===== src/rtl/uart_rx_fifo.sv =====
// Receive buffer behind the UART receiver: checks frame bits and queues data plus an error flag.
// Presents the head entry first-word-fall-through, with a sticky overflow flag and a framing-error count.
module uart_rx_fifo #(
    parameter int ADDR_W   = 4,
    parameter bit DROP_BAD = 1'b0
) (
    input  logic              pclk_i,
    input  logic              prst_i,
    input  logic              winc_i,
    input  logic [9:0]        wdata_i,
    input  logic              rinc_i,
    input  logic              clr_i,
    output logic [7:0]        rdata_o,
    output logic              rferr_o,
    output logic              rempty_o,
    output logic              wfull_o,
    output logic [ADDR_W:0]   count_o,
    output logic              overflow_o,
    output logic [7:0]        err_cnt_o
);

    localparam int              DEPTH     = 1 << ADDR_W;
    localparam logic [ADDR_W:0] DEPTH_CNT = DEPTH[ADDR_W:0];

    // A frame is bad when the start bit is not 0 or the stop bit is not 1.
    function automatic logic frame_bad(input logic [9:0] frame);
        return (frame[0] != 1'b0) || (frame[9] != 1'b1);
    endfunction

    logic [8:0]        r_mem [DEPTH];
    logic [ADDR_W-1:0] r_wptr;
    logic [ADDR_W-1:0] r_rptr;
    logic [ADDR_W:0]   r_count;
    logic              r_overflow;
    logic [7:0]        r_err_cnt;

    logic              w_bad;
    logic              w_keep;
    logic              w_empty;
    logic              w_full;
    logic              w_pop;
    logic              w_push;
    logic              w_ovf;
    logic [8:0]        w_head;

    // Store/pop/overflow decisions for the current cycle.
    always_comb begin
        w_bad   = frame_bad(wdata_i);
        w_keep  = winc_i && !(DROP_BAD && w_bad);
        w_empty = (r_count == {(ADDR_W+1){1'b0}});
        w_full  = (r_count == DEPTH_CNT);
        w_pop   = rinc_i && !w_empty;
        // A pop in the same cycle frees the slot, so a full buffer still accepts.
        w_push  = w_keep && (!w_full || w_pop);
        w_ovf   = w_keep && w_full && !w_pop;
    end

    // Output flags and FWFT head, gated to zero when empty.
    always_comb begin
        w_head     = r_mem[r_rptr];
        rempty_o   = w_empty;
        wfull_o    = w_full;
        count_o    = r_count;
        overflow_o = r_overflow;
        err_cnt_o  = r_err_cnt;
        if (w_empty) begin
            rdata_o = 8'h00;
            rferr_o = 1'b0;
        end else begin
            rdata_o = w_head[7:0];
            rferr_o = w_head[8];
        end
    end

    // Entry storage; contents are not reset.
    always_ff @(posedge pclk_i) begin
        if (w_push) begin
            r_mem[r_wptr] <= {w_bad, wdata_i[8:1]};
        end
    end

    // Pointers, occupancy count and status registers.
    always_ff @(posedge pclk_i or posedge prst_i) begin
        if (prst_i) begin
            r_wptr     <= {ADDR_W{1'b0}};
            r_rptr     <= {ADDR_W{1'b0}};
            r_count    <= {(ADDR_W+1){1'b0}};
            r_overflow <= 1'b0;
            r_err_cnt  <= 8'h00;
        end else begin
            if (w_push) begin
                r_wptr <= r_wptr + ADDR_W'(1);
            end
            if (w_pop) begin
                r_rptr <= r_rptr + ADDR_W'(1);
            end
            case ({w_push, w_pop})
                2'b10:   r_count <= r_count + (ADDR_W+1)'(1);
                2'b01:   r_count <= r_count - (ADDR_W+1)'(1);
                default: r_count <= r_count;
            endcase
            // A new event in the same cycle as clr_i takes priority over the clear.
            if (w_ovf) begin
                r_overflow <= 1'b1;
            end else if (clr_i) begin
                r_overflow <= 1'b0;
            end
            if (winc_i && w_bad) begin
                if (clr_i) begin
                    r_err_cnt <= 8'h01;
                end else if (r_err_cnt != 8'hFF) begin
                    r_err_cnt <= r_err_cnt + 8'h01;
                end
            end else if (clr_i) begin
                r_err_cnt <= 8'h00;
            end
        end
    end

    uart_rx_fifo_chk #(.ADDR_W(ADDR_W)) u_chk (
        .clk_i    (pclk_i),
        .rst_i    (prst_i),
        .rempty_i (rempty_o),
        .wfull_i  (wfull_o),
        .count_i  (count_o)
    );

endmodule

// Structural invariants on the occupancy flags.
module uart_rx_fifo_chk #(
    parameter int ADDR_W = 4
) (
    input logic            clk_i,
    input logic            rst_i,
    input logic            rempty_i,
    input logic            wfull_i,
    input logic [ADDR_W:0] count_i
);

    localparam logic [ADDR_W:0] DEPTH_CNT = (ADDR_W+1)'(1 << ADDR_W);

    a_count_range: assert property (@(posedge clk_i) disable iff (rst_i)
        count_i <= DEPTH_CNT);
    a_flags_excl: assert property (@(posedge clk_i) disable iff (rst_i)
        !(rempty_i && wfull_i));
    a_empty_match: assert property (@(posedge clk_i) disable iff (rst_i)
        rempty_i == (count_i == {(ADDR_W+1){1'b0}}));

endmodule

===== config.mk =====
export PLATFORM = sky130hd
export DESIGN_NAME = uart_rx_fifo
export DESIGN_NICKNAME = d
export VERILOG_FILES = /design/src/rtl/uart_rx_fifo.sv
export SDC_FILE = /design/constraint.sdc
export NUM_CORES = 1
export LEC_CHECK = 0
export CAP_MARGIN = 30
export CORE_MARGIN = 2
export CORE_UTILIZATION = 55
export DETAILED_ROUTE_END_ITERATION = 12
export GPL_TIMING_DRIVEN = 1
export PLACE_DENSITY = 0.74
export SYNTH_ARGS = -nofsm -noshare
export SYNTH_HDL_FRONTEND = slang
export SYNTH_SLANG_ARGS = --single-unit

===== constraint.sdc =====
create_clock -name pclk_i -period 4.75 [get_ports pclk_i]
set_input_delay 1.1875 -clock pclk_i [delete_from_list [all_inputs] [get_ports pclk_i]]
set_output_delay 1.1875 -clock pclk_i [all_outputs]
set_load 0.01 [all_outputs]

Word-level counts from Yosys, hierarchy flattened
Memory sizes are Yosys's and may differ from the RTL's.
Index checks and enable logic that the tools add are counted.
- bits in registers: 22
- memories: 1
- input port bits: 15
- memory bits (writable): 144
- output and inout bits: 25
- logic and storage cells: 43
- memories (memory ; words ; bits a word ; rd ports ; clocked after memory_dff ; wr ports ; line ; source):
    r_mem ; 16 ; 9 ; 1 ; 0 ; 1 ; 30 ; logic [8:0] r_mem [DEPTH];
- multiplexer cells: 11
- bitwise gates (word level): 1
- add/subtract/negate cells: 5
- reductions and logical operators: 16
- equal/unequal tests: 4
- operators with widths (operator ; count):
    2-to-1 mux 8 bit ; 5
    case mux 5 bit (2 select lines) ; 1
    adder 4 x 1 -> 4 bit (second input constant) ; 2
    adder 8 x 1 -> 8 bit (second input constant) ; 1
    inequality test 8 bit (second input constant) ; 1
    nonzero test 2 bit ; 4
    adder 5 x 1 -> 5 bit (second input constant) ; 1
    == test 5 bit (second input constant) ; 1
    logical AND 1 bit ; 5
    logical NOT 5 bit ; 1
    2-to-1 mux 1 bit ; 5
    subtractor 5 x 1 -> 5 bit (second input constant) ; 1
    logical NOT 1 bit ; 3
    == test 2 x 1 -> 1 bit (second input constant) ; 1
    == test 2 bit (second input constant) ; 1
    logical OR 1 bit ; 2
    AND reduction 2 bit ; 1
    NOT 1 bit ; 1

Depth between registers and ports, before layout
Gate-level depths: netlist of run 1.
- word-level depth: 7
- mapped depth: 13
- depth with buffers taken out: 11

Worst setup path after synthesis of run 1
No wires, ideal clock.
- kind: input -> register
- start point: input port rinc_i
- end point: register r_count[4], in the netlist count_o[4]
- arrival time: 2956 ps
- required time: 4649 ps
- cell stages on the path: 11
- slack: 1694 ps
- library setup time: 101 ps
- buffers on the path: 1
- path through: inv_1 -> a31oi_4 -> inv_2 -> ha_1 -> clkbuf_1 -> xor2_1 -> ha_1 -> o211a_1 -> o21ai_1 -> o41ai_1 -> nor4_1
- cells in the longest elaborated chain, start to end: 5
- elaborated cells on any way between the ends: 7
- classes of those cells: eq/ne: 2; mux: 1; reduce/logical: 4
- ends and longest elaborated chain (item ; line ; source):
    from (decl) ; 11 ; input logic rinc_i,
    logical AND 1 bit * ; 52 ; w_pop = rinc_i && !w_empty;
    logical OR 1 bit ; 54 ; w_push = w_keep && (!w_full || w_pop);
    logical AND 1 bit ; 54 ;
    == test 2 x 1 -> 1 bit / == test 2 bit (equally long branches) ; 97 ; case ({w_push, w_pop})
    case mux 5 bit (2 select lines) / nonzero test 2 bit (equally long branches) ; n/a ;
    to (signal assigned) ; 98 ; 2'b10: r_count <= r_count + (ADDR_W+1)'(1);
    to (signal assigned) ; 99 ; 2'b01: r_count <= r_count - (ADDR_W+1)'(1);
    to (signal assigned) ; 100 ; default: r_count <= r_count;
    to (decl) ; 33 ; logic [ADDR_W:0] r_count;
Mark *: on every way between the ends. The rest lies on a longest branch, timed or not.
A chain may end at the register's enable or synchronous reset.

Final worst setup path of run 1
- start point: register r_rptr[1]
- end point: output port rdata_o[6]
- cells in the longest elaborated chain, start to end: 2
- ends and longest elaborated chain (item ; line ; source):
    from (decl) ; 32 ; logic [ADDR_W-1:0] r_rptr;
    from (signal assigned) ; 86 ; r_rptr <= {ADDR_W{1'b0}};
    from (signal assigned) ; 95 ; r_rptr <= r_rptr + ADDR_W'(1);
    memory read (16 x 9 bit) ; n/a ;
    2-to-1 mux 8 bit ; 66 ; if (w_empty) begin
    to (decl) ; 13 ; output logic [7:0] rdata_o,
Every way passes these cells.

==> results of run 1 <==
[area by class of cell]
class,instances,area [um^2]
clock buffers,24,472
flip-flops and latches,166,4880
well taps,172,215
fillers,900,4350
repair buffers,59,541
multi-input cells,184,1940
inverters,14,52.6
clock inverters,8,77.6
[power by group]
part	total, W	internal (W)	leakage (nW)	switching (W)
Sequential	0.00199	0.00177	1.57	0.000212
Clock	0.00126	0.000746	0.264	0.000517
Combinational	0.00142	0.000765	0.995	0.000654
[cells in the final DEF, fill, tap and decap left out, types with 4 or more instances in the layout]
cell type	instances
a21oi_1	14
buf_4	20
clkbuf_1	5
clkbuf_16	17
clkdlybuf4s50_1	39
dfrtp_1	21
edfxtp_1	144
ha_1	10
inv_1	10
inv_2	4
mux2_2	9
mux2i_1	10
mux4_1	16
mux4_2	20
nand2_1	11
nand2b_1	4
nand3_1	6
nand4_1	6
nor2_1	16
nor3_1	5
o21ai_1	14
xnor2_1	9
[sequential cells by signal, indices dropped and copies added, names as in the netlist]
signal	cells
r_mem	144
err_cnt_o	8
count_o	5
r_rptr	4
r_wptr	4
overflow_o	1
[per-stage QoR]
step / util / std cells
2_1_floorplan: - / 386
3_3_place_gp: 0.609 / 595
3_5_place_dp: 0.609 / 595
4_1_cts: 0.653 / 627
5_1_grt: 0.653 / 627
6_report: 0.653 / 627
[routing by layer]
layer,track usage,up-vias
met5,0,-
met4,0.0761,0
met3,0.0597,16
met2,0.331,115
met1,0.308,1832
li1,-,1659
[worst register-to-register path, stage by stage, from the launching register on]
cell      delay [ps]
dfrtp_1          490
nor4_4           390
nand2b_1         410
nand2_1          320
inv_2             60
ha_1             340
xor2_1           200
ha_1             230
o211a_1          250
o21ai_1          130
o41ai_1           80
nor4_1           280
[cell families (layout without fill, tap and decap cells)]
logic type,count (synthesis),in the layout,synth area share
fa+ha+maj,10,10,0.0179
mux,57,57,0.157
buf+inv,36,105,0.0259
simple gates,62,62,0.0480
flops,166,166,0.697
compound gates,43,43,0.0394
xor+xnor,12,12,0.0150
[path summary, 6_finish.rpt]
check,startpoint,endpoint,slack [ps]
worst max-delay path,r_rptr[1],rdata_o[6],500
max in group asynchronous,prst_i,r_rptr[1],2950
worst min-delay path,r_rptr[0],r_rptr[0],490
min in group asynchronous,prst_i,count_o[1],1230
worst min register to register,r_rptr[0],r_rptr[0],490
worst max register to register,count_o[1],count_o[4],1480
==> flow_summary.json, run 1 <==
{
  "core_area_mm2": 0.0125,
  "grt_pass1_wl_mm": 20.8,
  "wl_per_cell_um": 21.2,
  "leakage_nw": 2.83,
  "yosysUniqueCellTypes": 50,
  "slew_violations": 0,
  "h-tree-depth": 4,
  "syn_avg_cell_area_um2": 18.1,
  "post_cts_buffers": 0,
  "synthCells": 386,
  "seq_area_frac_synth": 0.697,
  "synth_top_area_share": 0.618,
  "ys_seq_elements": 166,
  "dr.pass1.iters": 4,
  "met3_wirelength_um": 712,
  "path_max_fanout": 21,
  "power.density_mw_per_mm2": 571,
  "slew_headroom": 0.443,
  "async_flop_share": 0.133,
  "grt_pass1_vias": 3664,
  "synthToLayoutAreaGrowth_pct": 16.8,
  "dieArea_mm2": 0.0136,
  "cts.clk_slew.worst_paths_ps": 60,
  "yosysMostFrequentCell": "edfxtp_1",
  "ys_top_cells_by_area": "edfxtp_1 62%, dfrtp_1 7.9%, mux4_2 6.4%, mux4_1 6.0%, ha_1 1.8%",
  "skew_ps": 4.91,
  "initial_core_util": 0.559,
  "slowest_stage": "dfrtp_2",
  "fin_area_mm2": 0.00817,
  "end_kind": "primary output",
  "setup_violations": 0,
  "cp-start-kind": "flop",
  "syn-cell-area_mm2": 0.00699,
  "crit_type": "flop to primary output",
  "grt_antenna_before_repair": 0,
  "dpl-instance-area_mm2": 0.00762,
  "fmax_mhz": 235,
  "diodes": 0,
  "ys_warn_count": 0,
  "fp.dieW_um": 117,
  "min_period_ps": 4250,
  "hold_path.class": "flop to flop",
  "synth_flop_cell": "edfxtp_1",
  "ctsLongestPathBuffers": 2,
  "vias_per_cell": 5.78,
  "cts-resized-gates": 0,
  "cp.arrival_ps": 3060,
  "cpLargestDelayFamily": "multiplexers",
  "timing.final.hold_violations": 0,
  "drt-initial-drc-count": 361,
  "grt.overflow.total": 0,
  "clock_sinks": 166,
  "whs_path_depth": 1,
  "synth_edf_count": 144,
  "worst-path-stages": 6,
  "globalplace.congestion": 0.781,
  "synth_nets": 411,
  "tightest_slew_ps": 834,
  "highest_layer": "met4",
  "wl_met1_mm": 5.84,
  "wl_met2_mm": 6.45,
  "grtUsageTotal": 0.217,
  "cts_tree": "yes",
  "drc": 0,
  "peakVddDrop_uv": 292,
  "port_buffers": 39,
  "clock_latency_ps": 430,
  "fp.dieH_um": 117,
  "path_cells": "buf_4, mux4_1, mux2_2, o21ai_1, a21oi_1, clkdlybuf4s50_1",
  "grt_max_degree": 30,
  "fin_ws_ps": 499,
  "synth_top_cells_by_count": "144 x edfxtp_1, 22 x dfrtp_1, 20 x mux4_2, 16 x mux4_1, 16 x nor2_1",
  "r2r_cells": 11,
  "grt_setup_unrepaired": "no",
  "drt_wl_total_mm": 13.3,
  "max_stage_delay_ps": 740,
  "tns_ps": 0,
  "drv_cap": 0,
  "timing.hold.ws_ps": 491,
  "antenna_left": 0,
  "fin_nets": 467,
  "power_w": 0.00467,
  "root_buffer": "clkbuf_16",
  "yosys.area.top_type": "edfxtp_1",
  "critical_path_buf_inv_count": 2,
  "hpwl_mm": 8.29,
  "io_pins": 40,
  "status": "complete, no violations",
  "via_count": 3622,
  "num_rows": 41,
  "drive_gt1_frac": 0.185,
  "period_share": 0.895,
  "required_ps": 3560,
  "hold_buffers": 0,
  "cts_buffers": 17,
  "post-place-ws_ps": 925
}
No activity file was read; power rests on OpenSTA's default activity.
==> inputs of run 2 (changes only) <==
- CORE_ASPECT_RATIO: not set -> 0.5
==> flow_summary.json, run 2 (synthesis results as in run 1) <==
{
  "clock_latency_ps": 420,
  "timing.final.hold_violations": 0,
  "tightest_slew_ps": 1030,
  "diodes": 0,
  "dr.pass1.iters": 5,
  "cts_tree": "yes",
  "drt_wl_total_mm": 13.7,
  "io_pins": 40,
  "h-tree-depth": 4,
  "via_count": 3703,
  "root_buffer": "clkbuf_16",
  "regToRegSetupSlack_ps": 1470,
  "wl_per_cell_um": 22.3,
  "grt_pass1_vias": 3887,
  "skew_ps": 9.24,
  "antenna_left": 0,
  "drt-initial-drc-count": 307,
  "leakage_nw": 2.80,
  "cts.clk_slew.worst_paths_ps": 60,
  "cts_buffers": 17,
  "fp.dieW_um": 163,
  "port_buffers": 39,
  "initial_core_util": 0.559,
  "grt.overflow.total": 0,
  "fin_nets": 460,
  "largest_reg_flops": 144,
  "globalplace.congestion": 0.765,
  "power.density_mw_per_mm2": 580,
  "layout_commonest_cell": "edfxtp_1",
  "timing.hold.ws_ps": 533,
  "grt_setup_unrepaired": "no",
  "fp.dieH_um": 83.7,
  "clock_sinks": 166,
  "synthToLayoutAreaGrowth_pct": 16.3,
  "required_ps": 3560,
  "grt_antenna_before_repair": 0,
  "slew_violations": 0,
  "hold_path.class": "flop to flop",
  "cp-start-kind": "flop",
  "dieArea_mm2": 0.0137,
  "fmax_mhz": 236,
  "slowest_stage": "dfrtp_1",
  "grt_pass1_wl_mm": 21.8,
  "grtUsageTotal": 0.220,
  "cp.arrival_ps": 3050,
  "top_register": "r_mem",
  "path_max_fanout": 28,
  "end_kind": "primary output",
  "drv_cap": 0,
  "drc": 0,
  "cts-resized-gates": 0,
  "max_stage_delay_ps": 680,
  "hold_buffers": 0,
  "ctsLongestPathBuffers": 2,
  "hpwl_mm": 8.63,
  "crit_type": "flop to primary output",
  "num_rows": 29,
  "grt_max_degree": 29,
  "period_share": 0.892,
  "setup_violations": 0,
  "slew_headroom": 0.310,
  "core_area_mm2": 0.0125,
  "path_cells": "buf_12, mux4_1, mux2_2, o21ai_1, a21oi_1, clkdlybuf4s50_1",
  "drive_gt1_frac": 0.174,
  "cpLargestDelayFamily": "multiplexers",
  "min_period_ps": 4240,
  "tns_ps": 0,
  "nFillCells": 854,
  "status": "complete, no violations",
  "vias_per_cell": 6.00,
  "post_cts_buffers": 0,
  "critical_path_buf_inv_count": 2,
  "mostFrequentLayoutCells": "144 x edfxtp_1, 39 x clkdlybuf4s50_1, 22 x dfrtp_1",
  "peakVddDrop_uv": 398
}
run 2: cell types whose count changed in the layout (fill, tap and decap cells not counted), sizes merged:
cell and delta:
buf -7, clkbuf -7, clkinv +2, inv +4
run 2: routing by layer:
| metal | wire length [um] | global-route usage | vias up |
|---|---|---|---|
| met3 | 632 | 0.0497 | 9 |
| li1 | - | - | 1647 |
| met2 | 6890 | 0.357 | 117 |
| met4 | 115 | 0.0534 | 0 |
| met5 | 0 | 0 | - |
| met1 | 6100 | 0.308 | 1930 |
run 2: layout make-up:
cell class              count  area (um^2)  share of cell area
clock buffers              17          425              0.0523
clock inverters            14          128              0.0157
inverters                  14         52.6             0.00646
multi-input cells         184         1940               0.238
flip-flops and latches    166         4870               0.599
well taps                 170          213              0.0262
repair buffers             52          504              0.0620
run 2: final timing paths:
| kind | start | cells after the start | end |
|---|---|---|---|
| hold reg to reg | r_rptr[0] | 1 | r_rptr[0] |
| min in group asynchronous | prst_i | 2 | err_cnt_o[7] |
| setup reg to reg | count_o[1] | 11 | count_o[4] |
| max in group asynchronous | prst_i | 2 | count_o[0] |
| setup / recovery | r_rptr[1] | 6 | rdata_o[5] |
| hold / removal | r_rptr[0] | 1 | r_rptr[0] |
run 2: power breakdown:
group | leakage (nW) | total [W] | switching, W | internal [W]
logic | 0.963 | 0.00145 | 0.000679 | 0.000770
clock network | 0.266 | 0.00129 | 0.000565 | 0.000722
registers | 1.57 | 0.00198 | 0.000205 | 0.00177
run 2: through the flow:
| step | power [W] | worst slack, ps | instance area [um^2] | util | std cells |
|---|---|---|---|---|---|
| final | 0.00471 | 511 | 8130 | 0.650 | 617 |
| after global routing | 0.00492 | 398 | 8130 | 0.650 | 617 |
| after CTS | 0.00474 | 472 | 8110 | 0.648 | 614 |
| after detailed placement | 0.00345 | 898 | 7550 | 0.603 | 583 |
| after global placement | 0.00339 | 1010 | 7550 | 0.603 | 583 |
| after floorplan | 0.00294 | 1690 | 6990 | - | 386 |
==> inputs of run 3 (changes only) <==
- CORE_UTILIZATION: 55 -> 30
- PLACE_DENSITY: 0.74 -> not set
- SETUP_SLACK_MARGIN: not set -> 0.05
==> flow_summary.json, run 3 (synthesis results as in run 1) <==
{
  "drc": 0,
  "vias_per_cell": 4.72,
  "hold_path.class": "flop to flop",
  "leakage_nw": 2.87,
  "io_pins": 40,
  "grt.overflow.total": 0,
  "root_buffer": "clkbuf_16",
  "hpwl_mm": 8.64,
  "antenna_left": 0,
  "cts_tree": "yes",
  "fin_ws_ps": 341,
  "cp-start-kind": "flop",
  "end_kind": "primary output",
  "crit_type": "flop to primary output",
  "wl_per_cell_um": 18.1,
  "fp.dieW_um": 220,
  "port_buffers": 39,
  "status": "complete, no violations",
  "path_max_fanout": 32,
  "timing.final.hold_violations": 0,
  "power.density_mw_per_mm2": 570,
  "slew_headroom": 0.384,
  "post-route-util": 0.368,
  "ctsLongestPathBuffers": 2,
  "cp.arrival_ps": 3220,
  "grt_pass1_wl_mm": 21.9,
  "via_count": 3596,
  "slew_violations": 0,
  "dpl.cell_count": 730,
  "setup_violations": 0,
  "required_ps": 3560,
  "fp.dieH_um": 112,
  "largest_reg_flops": 144,
  "grt_antenna_before_repair": 0,
  "grt_setup_unrepaired": "no",
  "diodes": 0,
  "post_cts_buffers": 0,
  "tightest_slew_ps": 924,
  "regArea_mm2": 0.00488,
  "fmax_mhz": 227,
  "cts.clk_slew.worst_paths_ps": 70,
  "drt-initial-drc-count": 294,
  "clock_latency_ps": 430,
  "grtUsageTotal": 0.121,
  "layout_commonest_cell": "edfxtp_1",
  "peakVddDrop_uv": 321,
  "grt_pass1_vias": 3769,
  "synthToLayoutAreaGrowth_pct": 20.3,
  "num_rows": 39,
  "initial_core_util": 0.306,
  "dr.pass1.iters": 4,
  "grt_max_degree": 33,
  "core_area_mm2": 0.0228,
  "cts_buffers": 17,
  "post-place-ws_ps": 763,
  "mostFrequentLayoutCells": "144 x edfxtp_1, 39 x clkdlybuf4s50_1, 21 x dfrtp_1",
  "globalplace.congestion": 0.727,
  "period_share": 0.928,
  "drv_cap": 0,
  "cts-resized-gates": 0,
  "dpl-instance-area_mm2": 0.00779,
  "h-tree-depth": 4,
  "multiInputGateArea_mm2": 0.00194,
  "top_register": "r_mem",
  "drive_gt1_frac": 0.196,
  "nFillCells": 2132,
  "dieArea_mm2": 0.0246,
  "tns_ps": 0,
  "fin_cells": 762,
  "drt_wl_total_mm": 13.8,
  "fin_nets": 467,
  "min_period_ps": 4410,
  "hold_buffers": 0,
  "skew_ps": 16.3,
  "clock_sinks": 166,
  "fin_area_mm2": 0.00841
}
## run 3: cell count changes in the layout (fill, tap and decap cells not counted), moves of 2 or more
cell,before,now
clkinvlp_4,2,0
clkinv_4,4,1
clkinv_1,2,0
inv_8,0,4
clkinv_8,0,6
buf_4,11,20
## run 3: metrics by stage
step | total power (W) | hold WS (ps)
2_1_floorplan | 0.00294 | 560
3_3_place_gp | 0.00345 | 531
3_5_place_dp | 0.00347 | 526
4_1_cts | 0.00486 | 551
5_1_grt | 0.00505 | 603
6_report | 0.00480 | 549
## run 3: cell type report
class | instances | area share
Sequential cell | 166 | 0.580
Timing Repair Buffer | 59 | 0.0643
Clock buffer | 17 | 0.0506
Inverter | 14 | 0.00625
Multi-Input combinational cell | 184 | 0.230
Tap cell | 307 | 0.0457
Clock inverter | 15 | 0.0231
## run 3: final timing paths
kind,cells past startpoint,startpoint,endpoint,slack [ps]
worst max-delay path,5,r_rptr[1],rdata_o[5],340
worst min-delay path,2,overflow_o,overflow_o,550
worst max register to register,11,count_o[1],count_o[4],1400
worst min register to register,2,overflow_o,overflow_o,550
max in group asynchronous,2,prst_i,r_rptr[1],2850
min in group asynchronous,2,prst_i,err_cnt_o[5],1260
## run 3: worst max-delay path: stages, from the launching register on
cell and delay [ps]:
dfrtp_2 960, mux4_1 650, mux2_2 280, o21ai_1 250, a21oi_1 100, clkdlybuf4s50_1 530
## run 3: power by group
| part | internal (W) | switching, W | total, W |
|---|---|---|---|
| logic | 0.000760 | 0.000673 | 0.00143 |
| registers | 0.00177 | 0.000209 | 0.00198 |
| clock network | 0.000722 | 0.000662 | 0.00138 |
## run 3: routing by layer
layer | vias up | routed length (um) | GRT usage
li1 | 1665 | - | -
met2 | 103 | 6410 | 0.185
met3 | 10 | 867 | 0.0262
met1 | 1818 | 6310 | 0.169
met4 | 0 | 182 | 0.0452
met5 | - | 0 | 0
